--- src/rtl/ps2_key_ctrl.sv ---
// rtl/ps2_key_ctrl.sv - pops PS/2 receiver bytes, folds E0/F0 prefixes into key events
// and buffers them in a CPU-readable event FIFO with interrupt request.
module ps2_key_ctrl #(
   parameter int DEPTH  = 8,
   parameter int AW     = 3,
   parameter int SETTLE = 3
) (
   input  logic          clk_io,
   input  logic          reset,
   input  logic          ps2_ready,
   input  logic [7:0]    ps2_key,
   input  logic          ps2_overflow,
   output logic          ps2_rdn,
   input  logic          cpu_rd,
   input  logic          irq_en,
   output logic [15:0]   evt_data,
   output logic          evt_valid,
   output logic [AW:0]   evt_count,
   output logic          irq,
   output logic [7:0]    ovf_cnt
);

   localparam int CW = (SETTLE < 2) ? 1 : $clog2(SETTLE + 1);
   localparam logic [AW:0] FULL = (AW+1)'(DEPTH);

   typedef enum logic [1:0] {IDLE, POP, DECODE, WAIT} state_t;

   state_t        state, state_n;
   logic          rdy_m, rdy_s, ovf_m, ovf_s, ovf_d;
   logic [7:0]    byte_r;
   logic          ext_r, brk_r;
   logic [CW-1:0] cnt_r, cnt_n;
   logic          ld_byte, set_ext, set_brk, push;
   logic          do_push, do_pop;

   logic [15:0]   mem [DEPTH];
   logic [AW-1:0] wr_ptr, rd_ptr;
   logic [AW:0]   count_r;

   always_comb begin
      state_n = state;
      cnt_n   = cnt_r;
      ld_byte = 1'b0;
      set_ext = 1'b0;
      set_brk = 1'b0;
      push    = 1'b0;
      case (state)
         IDLE: begin
            // full event FIFO leaves bytes waiting in the receiver FIFO
            if (rdy_s && (count_r < FULL))
               state_n = POP;
         end
         POP: begin
            ld_byte = 1'b1;
            state_n = DECODE;
         end
         DECODE: begin
            if (byte_r == 8'hE0)
               set_ext = 1'b1;
            else if (byte_r == 8'hF0)
               set_brk = 1'b1;
            else
               push = 1'b1;
            cnt_n   = CW'(SETTLE);
            state_n = WAIT;
         end
         WAIT: begin
            cnt_n = cnt_r - 1'b1;
            if (cnt_r <= CW'(1))
               state_n = IDLE;
         end
         default: state_n = IDLE;
      endcase
   end

   assign do_push = push && (count_r != FULL);
   assign do_pop  = cpu_rd && (count_r != '0);

   always_ff @(posedge clk_io or posedge reset) begin
      if (reset) begin
         state   <= IDLE;
         cnt_r   <= '0;
         ps2_rdn <= 1'b1;
         rdy_m   <= 1'b0;
         rdy_s   <= 1'b0;
         ovf_m   <= 1'b0;
         ovf_s   <= 1'b0;
         ovf_d   <= 1'b0;
         ovf_cnt <= 8'h00;
         byte_r  <= 8'h00;
         ext_r   <= 1'b0;
         brk_r   <= 1'b0;
         wr_ptr  <= '0;
         rd_ptr  <= '0;
         count_r <= '0;
      end else begin
         state   <= state_n;
         cnt_r   <= cnt_n;
         ps2_rdn <= (state_n != POP);
         rdy_m   <= ps2_ready;
         rdy_s   <= rdy_m;
         ovf_m   <= ps2_overflow;
         ovf_s   <= ovf_m;
         ovf_d   <= ovf_s;
         if (ovf_s && !ovf_d && (ovf_cnt != 8'hFF))
            ovf_cnt <= ovf_cnt + 8'h01;
         if (ld_byte)
            byte_r <= ps2_key;
         if (set_ext)
            ext_r <= 1'b1;
         if (set_brk)
            brk_r <= 1'b1;
         if (push) begin
            ext_r <= 1'b0;
            brk_r <= 1'b0;
         end
         if (do_push)
            wr_ptr <= wr_ptr + 1'b1;
         if (do_pop)
            rd_ptr <= rd_ptr + 1'b1;
         if (do_push && !do_pop)
            count_r <= count_r + 1'b1;
         else if (!do_push && do_pop)
            count_r <= count_r - 1'b1;
      end
   end

   always_ff @(posedge clk_io) begin
      if (do_push)
         mem[wr_ptr] <= {ext_r, brk_r, 6'b0, byte_r};
   end

   assign evt_count = count_r;
   assign evt_valid = (count_r != '0);
   assign evt_data  = evt_valid ? mem[rd_ptr] : 16'h0000;
   assign irq       = evt_valid & irq_en;

endmodule

--- config.mk ---
export PLATFORM = sky130hd
export DESIGN_NAME = ps2_key_ctrl
export DESIGN_NICKNAME = d
export VERILOG_FILES = /design/src/rtl/ps2_key_ctrl.sv
export SDC_FILE = /design/constraint.sdc
export NUM_CORES = 1
export LEC_CHECK = 0
export ABC_AREA = 1
export CORE_MARGIN = 2
export CORE_UTILIZATION = 45
export CTS_BUF_LIST = sky130_fd_sc_hd__clkbuf_8
export DETAILED_ROUTE_END_ITERATION = 10
export GPL_ROUTABILITY_DRIVEN = 0
export PLACE_DENSITY_LB_ADDON = 0.1
export SYNTH_ARGS = -nofsm -noshare
export SYNTH_HDL_FRONTEND = slang
export SYNTH_SLANG_ARGS = --single-unit
--- constraint.sdc ---
create_clock -name clk_io -period 2.4 [get_ports clk_io]
set_clock_uncertainty 0.05 [all_clocks]
set_input_delay 0.6 -clock clk_io [delete_from_list [all_inputs] [get_ports clk_io]]
set_output_delay 0.6 -clock clk_io [all_outputs]
set_load 0.005 [all_outputs]
### Yosys cells after proc, flatten, opt, wreduce, memory -nomap -nowiden

Memory sizes are Yosys's and may differ from the RTL's.
Index checks and enable logic that the tools add are counted.

| cells by class | value |
|---|---|
| muxes and demuxes | 22 |
| equal/unequal tests | 8 |
| bitwise gates (word level) | 1 |
| order comparisons | 2 |
| reduce and logical (&&, ||, !) cells | 16 |
| add/sub/neg operators | 6 |

Operators with widths:

| kind | count |
|---|---|
| 8-bit equality test, second input constant | 2 |
| 16-bit 2-to-1 mux | 1 |
| 1-bit 2-to-1 mux | 15 |
| 8-bit by 1-bit adder with 8-bit output, second input constant | 1 |
| 4-bit 2-to-1 mux | 2 |
| 8-bit != test, second input constant | 1 |
| 2-bit case mux with 4 select lines | 1 |
| 2-bit nonzero test | 4 |
| 1-bit logical AND | 7 |
| 3-bit by 1-bit adder with 3-bit output, second input constant | 2 |
| 4-bit by 1-bit adder with 4-bit output, second input constant | 1 |
| 2-bit equality test, second input constant | 2 |
| 4-bit < comparator, second input constant | 1 |
| 2-bit 2-to-1 mux | 2 |
| 4-bit != test, second input constant | 1 |
| 2-bit case mux with 2 select lines | 1 |
| 4-bit nonzero test | 1 |
| 4-bit by 1-bit subtractor with 4-bit output, second input constant | 1 |
| 1-bit zero test | 3 |
| 2-bit by 1-bit equality test with 1-bit output, second input constant | 1 |
| 2-bit by 1-bit <= comparator with 1-bit output, second input constant | 1 |
| 2-bit zero test | 1 |
| 2-bit by 1-bit != test with 1-bit output, second input constant | 1 |
| 2-bit by 1-bit subtractor with 2-bit output, second input constant | 1 |
| 1-bit AND | 1 |

| storage, ports and cells | value |
|---|---|
| memories kept | 1 |
| register bits | 38 |
| output and inout port bits | 31 |
| bits in writable memories | 80 |
| word-level logic and storage cells | 71 |
| bits of input ports | 14 |

Memory list:

| memory | depth | width | read ports | clocked after Yosys merged registers in | write ports | line | RTL |
|---|---|---|---|---|---|---|---|
| mem | 8 | 10 | 1 | 0 | 1 | 36 | `logic [15:0] mem [DEPTH];` |

### Logic depth before layout (Yosys ltp)

Gate-level depths: netlist of the first run.

| logic depth | value |
|---|---|
| depth in word-level cells | 9 |
| mapped depth | 17 |

### Worst setup path before layout of the first run

OpenSTA, ideal clock, no wires.

| path | value |
|---|---|
| path type | register to register |
| start point | reg byte_r[3] |
| end point | reg count_r[3] (netlist: evt_count[3]) |
| buffers on the path | 1 |
| period minus slack after synthesis | 2.325 ns |
| stages on the path, launching flop included | 15 |
| setup time | 0.126 ns |
| path slack | 0.075 ns |
| data required time | 2.224 ns |
| data arrival time | 2.148 ns |
| cell sequence | dfrtp_1 nor2_1 and2_1 o21ai_4 nand3_2 buf_6 inv_1 ha_1 inv_1 ha_1 or2_2 nand3_1 nand2_1 nand2_1 o21ai_0 |

| on the way | value |
|---|---|
| longest elaborated chain between the ends | 8 |
| elaborated cells between the ends (all ways) | 11 |

Ends and longest elaborated chain:

| element | line | RTL |
|---|---|---|
| start: declaration | 30 | `logic [7:0] byte_r;` |
| start signal: assignment | 108 | `byte_r <= ps2_key;` |
| 8-bit equality test | 60 | `else if (byte_r == 8'hF0)` |
| 1-bit 2-to-1 mux | 60 |  |
| 1-bit 2-to-1 mux (*) | 58 | `if (byte_r == 8'hE0)` |
| 1-bit 2-to-1 mux (*) | 47 | `case (state)` |
| 1-bit logical AND (*) | 76 | `assign do_push = push && (count_r != FULL);` |
| via do_push | 34 | `logic do_push, do_pop;` |
| 1-bit zero test | 123 | `else if (!do_push && do_pop)` |
| 1-bit logical AND | 123 |  |
| 2-bit nonzero test (no line) | n/a |  |
| end signal: assignment | 122 | `count_r <= count_r + 1'b1;` |
| end signal: assignment | 124 | `count_r <= count_r - 1'b1;` |
| end: declaration | 38 | `logic [AW:0] count_r;` |

Mark *: on every way through the listed nets, which the timed path passes. The rest lies on a longest branch.
A chain may end at the register's enable or synchronous reset.

### Worst setup path in the final report of the first run

| path | value |
|---|---|
| start point | reg rd_ptr[0] |
| end point | out evt_data[15] |

| on the way | value |
|---|---|
| longest elaborated chain between the ends | 2 |

Ends and longest elaborated chain:

| element | line | RTL |
|---|---|---|
| start: declaration | 37 | `logic [AW-1:0] wr_ptr, rd_ptr;` |
| start signal: assignment | 120 | `rd_ptr <= rd_ptr + 1'b1;` |
| memory 8 x 10 bit | n/a |  |
| 16-bit 2-to-1 mux | 135 | `assign evt_data = evt_valid ? mem[rd_ptr] : 16'h0000;` |
| end: declaration | 16 | `output logic [15:0] evt_data,` |

No other way between the ends.

==> report_table.html, run 1 <==
<table>
<tr><th>Metric</th><th>Value</th></tr>
<tr><th colspan="2">Global routing</th></tr>
<tr><td>GRT overflow</td><td>0</td></tr>
<tr><td>Total global routing track utilization</td><td>0.1909</td></tr>
<tr><td>Initial antenna violation count</td><td>0</td></tr>
<tr><td>Global-route wire length before repair</td><td>18090 um</td></tr>
<tr><td>Number of global-route vias before repair</td><td>roughly 3500</td></tr>
<tr><td>Maximum number of pins on one net before global-route repair</td><td>39</td></tr>
<tr><th colspan="2">Cells and area</th></tr>
<tr><td>Synth-to-Final Area Change</td><td>28.14%</td></tr>
<tr><td>Proportion of layout cells with a drive suffix above 1</td><td>0.2762</td></tr>
<tr><td>FILL cells</td><td>between 900 and 1000</td></tr>
<tr><td>Final Net Count</td><td>581</td></tr>
<tr><td>Count of inserted antenna diode cells</td><td>0</td></tr>
<tr><th colspan="2">Power</th></tr>
<tr><td>Final Power</td><td>between 8 and 9 mW</td></tr>
<tr><td>Static leakage power</td><td>around 2.7 nW</td></tr>
<tr><td>Maximum vdd drop</td><td>roughly 0.7 mV</td></tr>
<tr><td>Power density cells</td><td>between 1000 and 1500 nW/um^2</td></tr>
<tr><th colspan="2">Routing</th></tr>
<tr><td>Antenna-violating nets left</td><td>0</td></tr>
<tr><td>Routed WL per cell</td><td>about 16 um</td></tr>
<tr><td>Iteration count of the initial detailed-routing pass</td><td>4</td></tr>
<tr><td>DRC</td><td>0</td></tr>
<tr><td>Number of vias after detailed routing</td><td>3589</td></tr>
<tr><td>Routed WL</td><td>around 11000 um</td></tr>
<tr><td>Violation count after the first detailed-route iteration</td><td>183</td></tr>
<tr><td>Vias/cell</td><td>approximately 5.0</td></tr>
<tr><th colspan="2">STA</th></tr>
<tr><td>Period Utilization, post-route</td><td>1.008</td></tr>
<tr><td>Minimum period implied by the final worst setup slack</td><td>about 2.4 ns</td></tr>
<tr><td>Setup WS post-layout</td><td>-0.01863 ns</td></tr>
<tr><td>Final Hold Slack</td><td>roughly 0.3 ns</td></tr>
<tr><td>Number of max-slew violations in the final report</td><td>0</td></tr>
<tr><td>Total of endpoints with negative setup slack in the final report</td><td>4</td></tr>
<tr><td>RSZ-0062 raised after global routing</td><td>true</td></tr>
<tr><td>Number of endpoints with negative hold slack in the final report</td><td>0</td></tr>
<tr><td>F_max</td><td>413.5 MHz</td></tr>
<tr><th colspan="2">Synth</th></tr>
<tr><td>Library cell with the largest summed area after synthesis</td><td>sky130_fd_sc_hd__edfxtp_1</td></tr>
<tr><td>Yosys warns</td><td>0</td></tr>
<tr><td>Synth Area in Compound Gates</td><td>0.06445</td></tr>
<tr><td>Most frequently used flop master after synthesis</td><td>sky130_fd_sc_hd__edfxtp_1</td></tr>
<tr><td>Main combinational cell family by area after synthesis</td><td>simple AND/OR/NAND/NOR gates</td></tr>
<tr><td>Synth top area cells</td><td>sky130_fd_sc_hd__edfxtp_1 47%, sky130_fd_sc_hd__dfrtp_1 18%, sky130_fd_sc_hd__nor2_1 7.3%</td></tr>
<tr><td>Share of synthesized cell area in full adder, half adder and majority cells</td><td>0.02091</td></tr>
<tr><td>Multiplexer share of the synthesized area</td><td>0.01532</td></tr>
<tr><td>Gate count after technology mapping</td><td>466</td></tr>
<tr><td>Area of the mapped netlist</td><td>~5000 sq um</td></tr>
<tr><td>Sequential element share of the synthesized area</td><td>0.6520</td></tr>
<tr><td>Count leader, synth</td><td>sky130_fd_sc_hd__nor2_1</td></tr>
<tr><td>Number of synthesized flops with an enable pin</td><td>80</td></tr>
<tr><td>Yosys top cell area share</td><td>0.4669</td></tr>
<tr><td>Number of library cell types mapped by synthesis</td><td>33</td></tr>
<tr><td>Synth Register Bits</td><td>118</td></tr>
<tr><td>Share of async-settable or async-resettable flops after synthesis</td><td>0.3220</td></tr>
<tr><td>Mean area per synthesized cell</td><td>about 11 sq um</td></tr>
<tr><td>Most frequent cells after synthesis</td><td>100 x sky130_fd_sc_hd__nor2_1, 80 x sky130_fd_sc_hd__edfxtp_1, 58 x sky130_fd_sc_hd__nand2_1</td></tr>
<tr><td>Simple-gate area share of the yosys netlist</td><td>0.1761</td></tr>
<tr><td>Xor/xnor share of the synthesized area</td><td>0.01873</td></tr>
<tr><th colspan="2">Clock network</th></tr>
<tr><td>CTS tree</td><td>built</td></tr>
<tr><td>Number of buffers created by CTS</td><td>17</td></tr>
<tr><td>Clock Root Buffer</td><td>sky130_fd_sc_hd__clkbuf_8</td></tr>
<tr><td>TritonCTS Sinks</td><td>~120</td></tr>
<tr><td>Longest Clk Path Bufs</td><td>2</td></tr>
<tr><td>H-tree depth reported by CTS</td><td>4</td></tr>
<tr><td>CTS clock-pin slew for the worst setup and hold paths</td><td>about 0.070 ns</td></tr>
<tr><td>Clock latency of the later-clocked register in the worst-skew pair</td><td>0.42 ns</td></tr>
<tr><th colspan="2">Floorplan</th></tr>
<tr><td>Number of primary I/O pins</td><td>45</td></tr>
<tr><td>Core Box Area</td><td>around 11000 sq um</td></tr>
<tr><td>Overall die width</td><td>roughly 110 um</td></tr>
<tr><td>Area of the die</td><td>about 12000 sq um</td></tr>
<tr><td>DIE HEIGHT</td><td>roughly 110 um</td></tr>
<tr><td>Number of placement rows</td><td>39</td></tr>
<tr><td>Initial core utilization</td><td>0.4564</td></tr>
<tr><th colspan="2">Place</th></tr>
<tr><td>Buffers on Ports</td><td>38</td></tr>
<tr><td>Detailed placement HPWL</td><td>~7300 um</td></tr>
<tr><th colspan="2">Hold path</th></tr>
<tr><td>Worst hold path type</td><td>reg2reg</td></tr>
<tr><td>Hold-critical path depth</td><td>0</td></tr>
<tr><th colspan="2">Critical path</th></tr>
<tr><td>Kind of critical path</td><td>reg2out</td></tr>
<tr><td>Worst Path Required</td><td>around 1.8 ns</td></tr>
<tr><td>Worst-path maximum fanout</td><td>8</td></tr>
<tr><td>Element type at the critical path end</td><td>output pin</td></tr>
<tr><td>Worst-case reg-to-reg path depth</td><td>14</td></tr>
<tr><td>CP startpoint kind</td><td>flop</td></tr>
<tr><td>CP arrival</td><td>approximately 1.8 ns</td></tr>
<tr><th colspan="2">Job</th></tr>
<tr><td>Max-cap violations</td><td>0</td></tr>
<tr><th colspan="2">Status</th></tr>
<tr><td>Violations in the final reports</td><td>negative setup slack</td></tr>
<tr><td>Run status</td><td>finished with violations</td></tr>
</table>
## metrics by stage
stage	instances	area (sq um)	setup TNS (ns)	setup WS (ns)	util
2_1_floorplan	471	5164	0	0.07519	-
3_3_place_gp	669	5918	0	0.01195	0.5250
3_5_place_dp	669	5918	-0.01469	-0.01469	0.5250
4_1_cts	714	6521	-0.4397	-0.07843	0.5785
5_1_grt	715	6593	-0.9056	-0.1365	0.5849
6_report	715	6593	-0.04654	-0.01863	0.5849
## power by group
part	total [mW]	internal, mW	switching (mW)
Combinational	4.04	1.88	2.16
Clock	1.76	1.02	0.748
Sequential	3.09	2.80	0.289
## flip-flops by register name (all words and copies together) (netlist names), 2 cells and up
register and cells:
mem 80, byte_r 8, ovf_cnt 8, evt_count 4
rd_ptr 3, wr_ptr 3, cnt_r 2, state 2
## worst paths after layout
kind,slack [ns],endpoint,from
hold reg to reg,0.30,ovf_s$_DFF_PP0_,ovf_m$_DFF_PP0_
hold / removal,0.30,ovf_s$_DFF_PP0_,ovf_m$_DFF_PP0_
setup / recovery,-0.02,evt_data[15],rd_ptr[0]$_DFFE_PP0P_
setup reg to reg,0.21,evt_count[3]$_DFFE_PP0P_,byte_r[6]$_DFFE_PP0P_
max in group asynchronous,1.38,rd_ptr[0]$_DFFE_PP0P_,reset
min in group asynchronous,0.55,ovf_cnt[0]$_DFFE_PP0P_,reset
## cell type report
cell class	count	area, sq um	area share
clock buffers	21	289.0	0.04384
clock inverters	11	106.4	0.01613
inverters	23	91.34	0.01385
multi-input cells	307	1668	0.2530
flip-flops and latches	118	3356	0.5090
well taps	143	178.9	0.02714
repair buffers	92	903.4	0.1370
## per-layer routing
layer / GRT usage / wire length [um] / vias to the layer above
li1: - / - / 1748
met1: 0.2514 / 5123 / 1747
met2: 0.3174 / 5553 / 80
met3: 0.03827 / 475 / 14
met4: 0.06667 / 147 / 0
met5: 0 / 0 / -
## timing repair
| item | in CTS | in global routing |
|---|---|---|
| hold endpoints to repair | 0 | 0 |
| hold buffers | 0 | 0 |
| gates resized for setup | 80 | 25 |
| setup endpoints to repair | 12 | 13 |
| cloned | 3 | 0 |
| setup buffers | 12 | 4 |
| pin swaps | 30 | 25 |
## critical path, stage by stage (launching register included)
cell and delay (ns):
sky130_fd_sc_hd__dfrtp_2 0.44, sky130_fd_sc_hd__buf_12 0.16, sky130_fd_sc_hd__inv_6 0.08, sky130_fd_sc_hd__buf_8 0.11, sky130_fd_sc_hd__buf_6 0.12, sky130_fd_sc_hd__nor2_1 0.04
sky130_fd_sc_hd__o21ai_1 0.12, sky130_fd_sc_hd__nor2_1 0.05, sky130_fd_sc_hd__nor2_1 0.09, sky130_fd_sc_hd__buf_2 0.12
## cell families (layout without fill, tap and decap cells)
kind of cell    after synthesis  after routing
flops                       118            118
simple gates                212            212
xor+xnor                     11             11
buf+inv                      46            147
other cells                   1              6
fa+ha+maj                     8              8
compound gates               63             63
mux                           7              7
## layout by cell type, fill, tap and decap left out, drive strengths merged, types with 2 or more instances in the layout
cell type / count
o21ai: 57
xnor2: 6
clkdlybuf4s50: 26
ha: 7
nand4: 5
nand2: 61
clkbuf: 21
nand3: 27
inv: 26
xor2: 5
buf: 64
clkinv: 5
edfxtp: 80
dlymetal6s2s: 2
or2: 2
mux2: 7
conb: 6
nor2: 114
dfrtp: 37
bufinv: 2
and2: 2
a21oi: 4
(Power assumes the default switching activity.)
==> inputs of run 2 (changes only) <==
- GPL_TIMING_DRIVEN: unset -> 0
==> run 2 against run 1 <==
Effect of this change: the run still ends with negative setup slack left; maximum frequency down 4.0%; clock power up 17%; cell area about the same; critical path depth stayed put; cell count decreased by 0.14%; register-to-register slack got worse by 0.05 ns; sequential share of layout area increased by 0.24 points; via count down 1.4%; critical path type unchanged.
==> report_table.html, run 2 (same netlist as run 1, synthesis figures left out) <==
<table>
<tr><th>Metric</th><th>Value</th></tr>
<tr><th colspan="2">Place</th></tr>
<tr><td>Instance area at placement</td><td>around 5700 sq um</td></tr>
<tr><td>Worst setup slack before clock tree synthesis</td><td>-0.3934 ns</td></tr>
<tr><td>Buffers on Ports</td><td>38</td></tr>
<tr><td>Detailed placement HPWL</td><td>between 7000 and 8000 um</td></tr>
<tr><th colspan="2">Power</th></tr>
<tr><td>Maximum vdd drop</td><td>between 0.7 and 0.8 mV</td></tr>
<tr><td>Static leakage power</td><td>2.658 nW</td></tr>
<tr><td>Cell-internal power</td><td>~5.9 mW</td></tr>
<tr><td>NetSw</td><td>about 3.2 mW</td></tr>
<tr><td>Clock network fraction of total power</td><td>0.226</td></tr>
<tr><td>Power density cells</td><td>1380 nW/um^2</td></tr>
<tr><td>Net Sw Frac</td><td>0.3551</td></tr>
<tr><td>Part of the total power dissipated in sequential elements</td><td>0.347</td></tr>
<tr><td>Part of the power in combinational logic</td><td>0.426</td></tr>
<tr><th colspan="2">Floorplan</th></tr>
<tr><td>Overall die width</td><td>between 100 and 150 um</td></tr>
<tr><td>Number of placement rows</td><td>39</td></tr>
<tr><td>Area of the die</td><td>between 10000 and 15000 sq um</td></tr>
<tr><td>DIE HEIGHT</td><td>110.9 um</td></tr>
<tr><td>Initial core utilization</td><td>0.4564</td></tr>
<tr><td>Number of primary I/O pins</td><td>45</td></tr>
<tr><td>Core Box Area</td><td>about 11000 sq um</td></tr>
<tr><th colspan="2">Job</th></tr>
<tr><td>Max-cap violations</td><td>0</td></tr>
<tr><th colspan="2">Cells and area</th></tr>
<tr><td>Storage element area</td><td>around 3400 sq um</td></tr>
<tr><td>Footprint of the multi-input gates</td><td>~1700 sq um</td></tr>
<tr><td>Layout Cell Area excl Fill</td><td>6591 sq um</td></tr>
<tr><td>Count of inserted antenna diode cells</td><td>0</td></tr>
<tr><td>Synth-to-Final Area Change</td><td>28.11%</td></tr>
<tr><td>Register with the highest flop count</td><td>mem</td></tr>
<tr><td>Final Net Count</td><td>between 500 and 600</td></tr>
<tr><td>Largest register FFs</td><td>80</td></tr>
<tr><td>Most frequent cells in the layout</td><td>83 x sky130_fd_sc_hd__nor2_1, 80 x sky130_fd_sc_hd__edfxtp_1, 54 x sky130_fd_sc_hd__nand2_1</td></tr>
<tr><td>Commonest non-fill, non-tap cell in the layout</td><td>sky130_fd_sc_hd__nor2_1</td></tr>
<tr><td>Proportion of layout cells with a drive suffix above 1</td><td>0.2942</td></tr>
<tr><td>FILL cells</td><td>983</td></tr>
<tr><td>Largest registers</td><td>mem: 80 flops, byte_r: 8 flops, ovf_cnt: 8 flops</td></tr>
<tr><th colspan="2">Critical path</th></tr>
<tr><td>Worst path most repeated cell</td><td>sky130_fd_sc_hd__nor2_2</td></tr>
<tr><td>Largest incremental delay on the critical path</td><td>approximately 0.50 ns</td></tr>
<tr><td>Cells along the critical path</td><td>buf_4 -&gt; buf_6 -&gt; nor2_2 -&gt; nor2_2 -&gt; o21ai_1 -&gt; o21ai_1 -&gt; nor2_1 -&gt; nor2_2 -&gt; buf_2</td></tr>
<tr><td>Largest delay contributor family on the critical path</td><td>flip-flops</td></tr>
<tr><td>Kind of critical path</td><td>reg2out</td></tr>
<tr><td>Crit path from</td><td>rd_ptr[0]$_DFFE_PP0P_</td></tr>
<tr><td>Element type at the critical path end</td><td>output pin</td></tr>
<tr><td>Worst reg2reg startpoint</td><td>byte_r[6]$_DFFE_PP0P_</td></tr>
<tr><td>Critical path buffer and inverter count</td><td>3</td></tr>
<tr><td>Worst Path Required</td><td>1.75 ns</td></tr>
<tr><td>CP startpoint kind</td><td>flop</td></tr>
<tr><td>CP arrival</td><td>roughly 1.9 ns</td></tr>
<tr><td>Slowest-stage cell, CP</td><td>sky130_fd_sc_hd__dfrtp_2</td></tr>
<tr><td>Worst-path maximum fanout</td><td>7</td></tr>
<tr><th colspan="2">Routing</th></tr>
<tr><td>Iteration count of the initial detailed-routing pass</td><td>4</td></tr>
<tr><td>Routed WL per cell</td><td>15.63 um</td></tr>
<tr><td>Routed length on met2</td><td>~5800 um</td></tr>
<tr><td>Highest routed layer</td><td>met4</td></tr>
<tr><td>Antenna-violating nets left</td><td>0</td></tr>
<tr><td>Number of vias after detailed routing</td><td>3539</td></tr>
<tr><td>Violation count after the first detailed-route iteration</td><td>around 170</td></tr>
<tr><td>Routed WL</td><td>roughly 11000 um</td></tr>
<tr><td>DRC</td><td>0</td></tr>
<tr><td>Vias/cell</td><td>roughly 5.0</td></tr>
<tr><td>Length of routed wiring on met1</td><td>just under 5000 um</td></tr>
<tr><td>Length of routed met3 wiring</td><td>344 um</td></tr>
<tr><th colspan="2">Hold path</th></tr>
<tr><td>Worst hold path type</td><td>reg2reg</td></tr>
<tr><td>Hold path startpoint</td><td>rdy_m$_DFF_PP0_</td></tr>
<tr><th colspan="2">STA</th></tr>
<tr><td>Normalized max-slew margin</td><td>0.4508</td></tr>
<tr><td>Minimum period implied by the final worst setup slack</td><td>2.520 ns</td></tr>
<tr><td>RSZ-0062 raised after global routing</td><td>true</td></tr>
<tr><td>F_max</td><td>between 300 and 400 MHz</td></tr>
<tr><td>Setup WS post-layout</td><td>-0.1202 ns</td></tr>
<tr><td>Number of max-slew violations in the final report</td><td>0</td></tr>
<tr><td>Period Utilization, post-route</td><td>1.050</td></tr>
<tr><td>Total of endpoints with negative setup slack in the final report</td><td>8</td></tr>
<tr><td>Number of endpoints with negative hold slack in the final report</td><td>0</td></tr>
<tr><td>Actual slew at the worst max-slew pin</td><td>0.8226 ns</td></tr>
<tr><th colspan="2">Global routing</th></tr>
<tr><td>Initial antenna violation count</td><td>0</td></tr>
<tr><td>Global-route wire length before repair</td><td>between 15000 and 20000 um</td></tr>
<tr><td>Maximum number of pins on one net before global-route repair</td><td>39</td></tr>
<tr><td>GRT overflow</td><td>0</td></tr>
<tr><td>Number of global-route vias before repair</td><td>3444</td></tr>
<tr><td>Total global routing track utilization</td><td>0.1899</td></tr>
<tr><th colspan="2">Clock network</th></tr>
<tr><td>CTS tree</td><td>built</td></tr>
<tr><td>H-tree depth reported by CTS</td><td>4</td></tr>
<tr><td>CTS clock-pin slew for the worst setup and hold paths</td><td>around 0.06 ns</td></tr>
<tr><td>Clock Root Buffer</td><td>sky130_fd_sc_hd__clkbuf_8</td></tr>
<tr><td>Clock latency of the later-clocked register in the worst-skew pair</td><td>about 0.43 ns</td></tr>
<tr><td>TritonCTS Sinks</td><td>approximately 120</td></tr>
<tr><td>Number of buffers created by CTS</td><td>17</td></tr>
<tr><td>Longest Clk Path Bufs</td><td>2</td></tr>
<tr><th colspan="2">Status</th></tr>
<tr><td>Violations in the final reports</td><td>negative setup slack</td></tr>
<tr><td>Run status</td><td>finished with violations</td></tr>
</table>
-- run 2: cell count changes in the layout (fill, tap and decap cells not counted), sizes merged --
| cell | before | now |
|---|---|---|
| buf | 64 | 59 |
| dlygate4sd2 | 0 | 2 |
| clkinvlp | 1 | 0 |
| inv | 26 | 29 |
| bufinv | 2 | 5 |
| clkinv | 5 | 1 |
| clkbuf | 21 | 22 |
-- run 2: power by group through the flow --
stage | registers [mW] | clock network, mW | logic (mW)
3_5_place_dp | 3.35 | 0 | 3.15
6_report | 3.16 | 2.06 | 3.88
2_1_floorplan | 3.15 | 0 | 2.04
3_3_place_gp | 3.33 | 0 | 3.08
5_1_grt | 3.22 | 2.18 | 4.33
4_1_cts | 3.14 | 2.09 | 3.74
-- run 2: area by class of cell --
class / count / area share
flip-flops and latches: 118 / 0.5114
multi-input cells: 307 / 0.2561
repair buffers: 69 / 0.09263
clock buffers: 20 / 0.04176
plain buffers: 22 / 0.02980
clock inverters: 12 / 0.02771
well taps: 143 / 0.02715
inverters: 23 / 0.01348
-- run 2: layer usage --
layer / GRT usage / vias up
li1: - / 1758
met1: 0.2348 / 1706
met2: 0.3264 / 63
met3: 0.04702 / 12
met4: 0.06583 / 0
met5: 0 / -
-- run 2: timing repair --
action | 4_1_cts | 5_1_grt
setup endpoints to repair | 15 | 13
hold buffers | 0 | 0
cloned | 2 | 0
buffers inserted | 22 | 7
pin swaps | 38 | 14
gates resized for setup | 88 | 22
endpoints found under the hold margin | 0 | 0
-- run 2: final timing paths --
kind	slack, ns	cells after the start	endpoint
worst max-delay path	-0.12	9	evt_data[0]
max in group asynchronous	1.11	2	evt_count[3]$_DFFE_PP0P_
min in group asynchronous	0.60	2	ovf_m$_DFF_PP0_
worst min-delay path	0.30	0	rdy_s$_DFF_PP0_
worst max register to register	0.16	15	evt_count[3]$_DFFE_PP0P_
worst min register to register	0.30	0	rdy_s$_DFF_PP0_
-- run 2: metrics by stage --
step                instances  hold slack, ns  total power [mW]  TNS (ns)    util
floorplan                 471          0.2812             5.189         0       -
global placement          652          0.2835             6.405    -1.497  0.5077
detailed placement        652          0.2865             6.498    -1.328  0.5077
CTS                       708          0.3018             8.971   -0.9926  0.5743
global route              714          0.3074             9.727    -1.952  0.5847
finish                    714          0.3004             9.099   -0.7922  0.5847
==> inputs of run 3 (changes only) <==
- CORE_UTILIZATION: 45 -> 50
==> run 3 against run 2 <==
Effect of this change: the flow still finishes with violations (negative setup slack); sequential power hardly changed; routed wire length up 2.9%; maximum frequency increased by 0.33%; first-iteration DRC count fell by 6.4%; global-route usage up 2.9 points; combinational power grew 14%; register-to-register slack worse by 0.02 ns; count of clock-buffer cells in the layout down 3; power is 1.5% higher; critical path type unchanged.
==> report_table.html, run 3 (same netlist as run 1, synthesis figures left out) <==
<table>
<tr><th>Metric</th><th>Value</th></tr>
<tr><th colspan="2">Status</th></tr>
<tr><td>Run status</td><td>finished with violations</td></tr>
<tr><td>Violations in the final reports</td><td>negative setup slack</td></tr>
<tr><th colspan="2">Routing</th></tr>
<tr><td>Number of vias after detailed routing</td><td>between 3000 and 4000</td></tr>
<tr><td>Length of routed met3 wiring</td><td>492 um</td></tr>
<tr><td>Highest routed layer</td><td>met4</td></tr>
<tr><td>Vias/cell</td><td>between 5 and 6</td></tr>
<tr><td>Violation count after the first detailed-route iteration</td><td>161</td></tr>
<tr><td>Routed WL per cell</td><td>roughly 16 um</td></tr>
<tr><td>Routed WL</td><td>11490 um</td></tr>
<tr><td>Routed length on met2</td><td>5788 um</td></tr>
<tr><td>DRC</td><td>0</td></tr>
<tr><td>Antenna-violating nets left</td><td>0</td></tr>
<tr><td>Iteration count of the initial detailed-routing pass</td><td>5</td></tr>
<tr><td>Length of routed wiring on met1</td><td>between 4000 and 5000 um</td></tr>
<tr><th colspan="2">Critical path</th></tr>
<tr><td>Worst-case reg-to-reg path depth</td><td>14</td></tr>
<tr><td>Slowest-stage cell, CP</td><td>sky130_fd_sc_hd__dfrtp_2</td></tr>
<tr><td>Cells along the critical path</td><td>buf_12 -&gt; clkinv_8 -&gt; buf_4 -&gt; buf_12 -&gt; o21ai_1 -&gt; nand3_1 -&gt; nand2_1 -&gt; nor2_1 -&gt; buf_2</td></tr>
<tr><td>CP arrival</td><td>~1.9 ns</td></tr>
<tr><td>Levels on crit path</td><td>9</td></tr>
<tr><td>Worst-path maximum fanout</td><td>10</td></tr>
<tr><td>CP startpoint kind</td><td>flop</td></tr>
<tr><td>Element type at the critical path end</td><td>output pin</td></tr>
<tr><td>Largest delay contributor family on the critical path</td><td>buffers and inverters</td></tr>
<tr><td>Kind of critical path</td><td>reg2out</td></tr>
<tr><td>Worst path most repeated cell</td><td>sky130_fd_sc_hd__buf_12</td></tr>
<tr><td>Largest incremental delay on the critical path</td><td>roughly 0.43 ns</td></tr>
<tr><td>Critical path buffer and inverter count</td><td>5</td></tr>
<tr><td>Worst Path Required</td><td>about 1.8 ns</td></tr>
<tr><th colspan="2">STA</th></tr>
<tr><td>Actual slew at the worst max-slew pin</td><td>about 0.82 ns</td></tr>
<tr><td>Minimum period implied by the final worst setup slack</td><td>about 2.5 ns</td></tr>
<tr><td>Period Utilization, post-route</td><td>1.047</td></tr>
<tr><td>Total of endpoints with negative setup slack in the final report</td><td>10</td></tr>
<tr><td>RSZ-0062 raised after global routing</td><td>true</td></tr>
<tr><td>F_max</td><td>between 300 and 400 MHz</td></tr>
<tr><td>Number of endpoints with negative hold slack in the final report</td><td>0</td></tr>
<tr><td>Number of max-slew violations in the final report</td><td>0</td></tr>
<tr><td>Total Neg Setup Slack</td><td>-0.6013 ns</td></tr>
<tr><td>Setup WS post-layout</td><td>-0.1120 ns</td></tr>
<tr><td>Final Hold Slack</td><td>~0.30 ns</td></tr>
<tr><td>Normalized max-slew margin</td><td>0.4556</td></tr>
<tr><th colspan="2">Hold path</th></tr>
<tr><td>Worst hold path type</td><td>reg2reg</td></tr>
<tr><td>Hold-critical path depth</td><td>0</td></tr>
<tr><th colspan="2">Floorplan</th></tr>
<tr><td>Number of primary I/O pins</td><td>45</td></tr>
<tr><td>Area of the die</td><td>roughly 11000 sq um</td></tr>
<tr><td>Core Box Area</td><td>slightly above 10000 sq um</td></tr>
<tr><td>DIE HEIGHT</td><td>about 110 um</td></tr>
<tr><td>Number of placement rows</td><td>37</td></tr>
<tr><td>Initial core utilization</td><td>0.5075</td></tr>
<tr><td>Overall die width</td><td>105.4 um</td></tr>
<tr><th colspan="2">Power</th></tr>
<tr><td>Static leakage power</td><td>between 2 and 3 nW</td></tr>
<tr><td>Maximum vdd drop</td><td>approximately 0.68 mV</td></tr>
<tr><td>Part of the power in combinational logic</td><td>0.481</td></tr>
<tr><td>Part of the total power dissipated in sequential elements</td><td>0.340</td></tr>
<tr><td>NetSw</td><td>approximately 3.6 mW</td></tr>
<tr><td>Clock network fraction of total power</td><td>0.179</td></tr>
<tr><td>Net Sw Frac</td><td>0.3865</td></tr>
<tr><td>Cell-internal power</td><td>approximately 5.7 mW</td></tr>
<tr><td>Power density cells</td><td>roughly 1400 nW/um^2</td></tr>
<tr><th colspan="2">Cells and area</th></tr>
<tr><td>Most frequent cells in the layout</td><td>80 x sky130_fd_sc_hd__edfxtp_1, 71 x sky130_fd_sc_hd__nor2_1, 56 x sky130_fd_sc_hd__nand2_1</td></tr>
<tr><td>Post-layout utilization of the core</td><td>0.6694</td></tr>
<tr><td>Footprint of the multi-input gates</td><td>approximately 1900 sq um</td></tr>
<tr><td>Largest registers</td><td>mem: 80 flops, byte_r: 8 flops, ovf_cnt: 8 flops</td></tr>
<tr><td>FILL cells</td><td>approximately 780</td></tr>
<tr><td>Storage element area</td><td>3369 sq um</td></tr>
<tr><td>Final Net Count</td><td>between 500 and 600</td></tr>
<tr><td>Synth-to-Final Area Change</td><td>31.91%</td></tr>
<tr><td>Largest register FFs</td><td>80</td></tr>
<tr><td>Count of inserted antenna diode cells</td><td>0</td></tr>
<tr><td>Number of standard cells in the final layout excluding fillers</td><td>approximately 700</td></tr>
<tr><td>Register with the highest flop count</td><td>mem</td></tr>
<tr><td>Proportion of layout cells with a drive suffix above 1</td><td>0.3670</td></tr>
<tr><td>Commonest non-fill, non-tap cell in the layout</td><td>sky130_fd_sc_hd__edfxtp_1</td></tr>
<tr><th colspan="2">Clock network</th></tr>
<tr><td>Longest Clk Path Bufs</td><td>2</td></tr>
<tr><td>Count of hold-fix buffers inserted at cts</td><td>0</td></tr>
<tr><td>CTS clock-pin slew for the worst setup and hold paths</td><td>around 0.07 ns</td></tr>
<tr><td>H-tree depth reported by CTS</td><td>4</td></tr>
<tr><td>CTS tree</td><td>built</td></tr>
<tr><td>Clock Root Buffer</td><td>sky130_fd_sc_hd__clkbuf_8</td></tr>
<tr><td>Number of buffers created by CTS</td><td>17</td></tr>
<tr><td>TritonCTS Sinks</td><td>between 100 and 150</td></tr>
<tr><td>Clock latency of the later-clocked register in the worst-skew pair</td><td>0.43 ns</td></tr>
<tr><th colspan="2">Place</th></tr>
<tr><td>Number of placed instances with taps included</td><td>between 600 and 700</td></tr>
<tr><td>Buffers on Ports</td><td>38</td></tr>
<tr><td>Detailed placement HPWL</td><td>about 6900 um</td></tr>
<tr><td>Worst setup slack before clock tree synthesis</td><td>-0.3937 ns</td></tr>
<tr><th colspan="2">Global routing</th></tr>
<tr><td>Total global routing track utilization</td><td>0.2191</td></tr>
<tr><td>Global-route wire length before repair</td><td>about 18000 um</td></tr>
<tr><td>Initial antenna violation count</td><td>0</td></tr>
<tr><td>Maximum number of pins on one net before global-route repair</td><td>39</td></tr>
<tr><td>Number of global-route vias before repair</td><td>between 3000 and 4000</td></tr>
<tr><td>GRT overflow</td><td>0</td></tr>
<tr><th colspan="2">Job</th></tr>
<tr><td>Max-cap violations</td><td>0</td></tr>
</table>
-- run 3: cell types whose count changed in the layout (fill, tap and decap cells not counted), moves of 4 or more --
cell / change
sky130_fd_sc_hd__bufinv_16: -4
sky130_fd_sc_hd__nor2_4: +4
sky130_fd_sc_hd__buf_6: -5
sky130_fd_sc_hd__o21ai_1: -15
sky130_fd_sc_hd__clkinv_4: +4
sky130_fd_sc_hd__nor2_1: -12
sky130_fd_sc_hd__o21ai_4: +5
sky130_fd_sc_hd__o21ai_0: -9
sky130_fd_sc_hd__clkinv_2: +4
sky130_fd_sc_hd__o21ai_2: +19
sky130_fd_sc_hd__nor2_2: +8
-- run 3: power groups by stage --
stage               clock network (mW)  registers [mW]  logic, mW
finish                            1.65            3.14       4.44
global route                      1.78            3.19       4.88
CTS                               1.68            3.13       3.92
detailed placement                   0            3.37       3.11
global placement                     0            3.35       3.05
floorplan                            0            3.15       2.04
-- run 3: repair_timing --
item,in CTS,in global routing
resized for setup,113,75
pin swaps,44,39
setup buffers,29,6
endpoints found under the hold margin,0,0
setup endpoints to repair,15,12
cloned,2,1
-- run 3: area by class of cell --
| cell class | count | area share |
|---|---|---|
| plain buffers | 20 | 0.02765 |
| clock buffers | 17 | 0.03448 |
| clock inverters | 15 | 0.01936 |
| inverters | 23 | 0.01456 |
| multi-input cells | 307 | 0.2767 |
| flip-flops and latches | 118 | 0.4965 |
| well taps | 136 | 0.02507 |
| repair buffers | 75 | 0.1056 |
-- run 3: layer usage --
| metal | global-route usage | vias up |
|---|---|---|
| met4 | 0.08286 | 0 |
| li1 | - | 1766 |
| met5 | 0 | - |
| met2 | 0.3539 | 93 |
| met3 | 0.05133 | 19 |
| met1 | 0.2896 | 1721 |
-- run 3: metrics by stage --
stage | instance area, sq um | power (mW)
after floorplan | 5164 | 5.189
after global routing | 6787 | 9.847
after detailed placement | 5714 | 6.472
after global placement | 5714 | 6.395
after CTS | 6482 | 8.730
final | 6787 | 9.235
-- run 3: worst paths after layout --
kind,start,to,slack (ns)
setup / recovery,rd_ptr[0]$_DFFE_PP0P_,evt_data[6],-0.11
hold / removal,rdy_m$_DFF_PP0_,rdy_s$_DFF_PP0_,0.30
setup reg to reg,byte_r[6]$_DFFE_PP0P_,evt_count[3]$_DFFE_PP0P_,0.14
hold reg to reg,rdy_m$_DFF_PP0_,rdy_s$_DFF_PP0_,0.30
max in group asynchronous,reset,rd_ptr[1]$_DFFE_PP0P_,1.13
min in group asynchronous,reset,ovf_cnt[1]$_DFFE_PP0P_,0.60
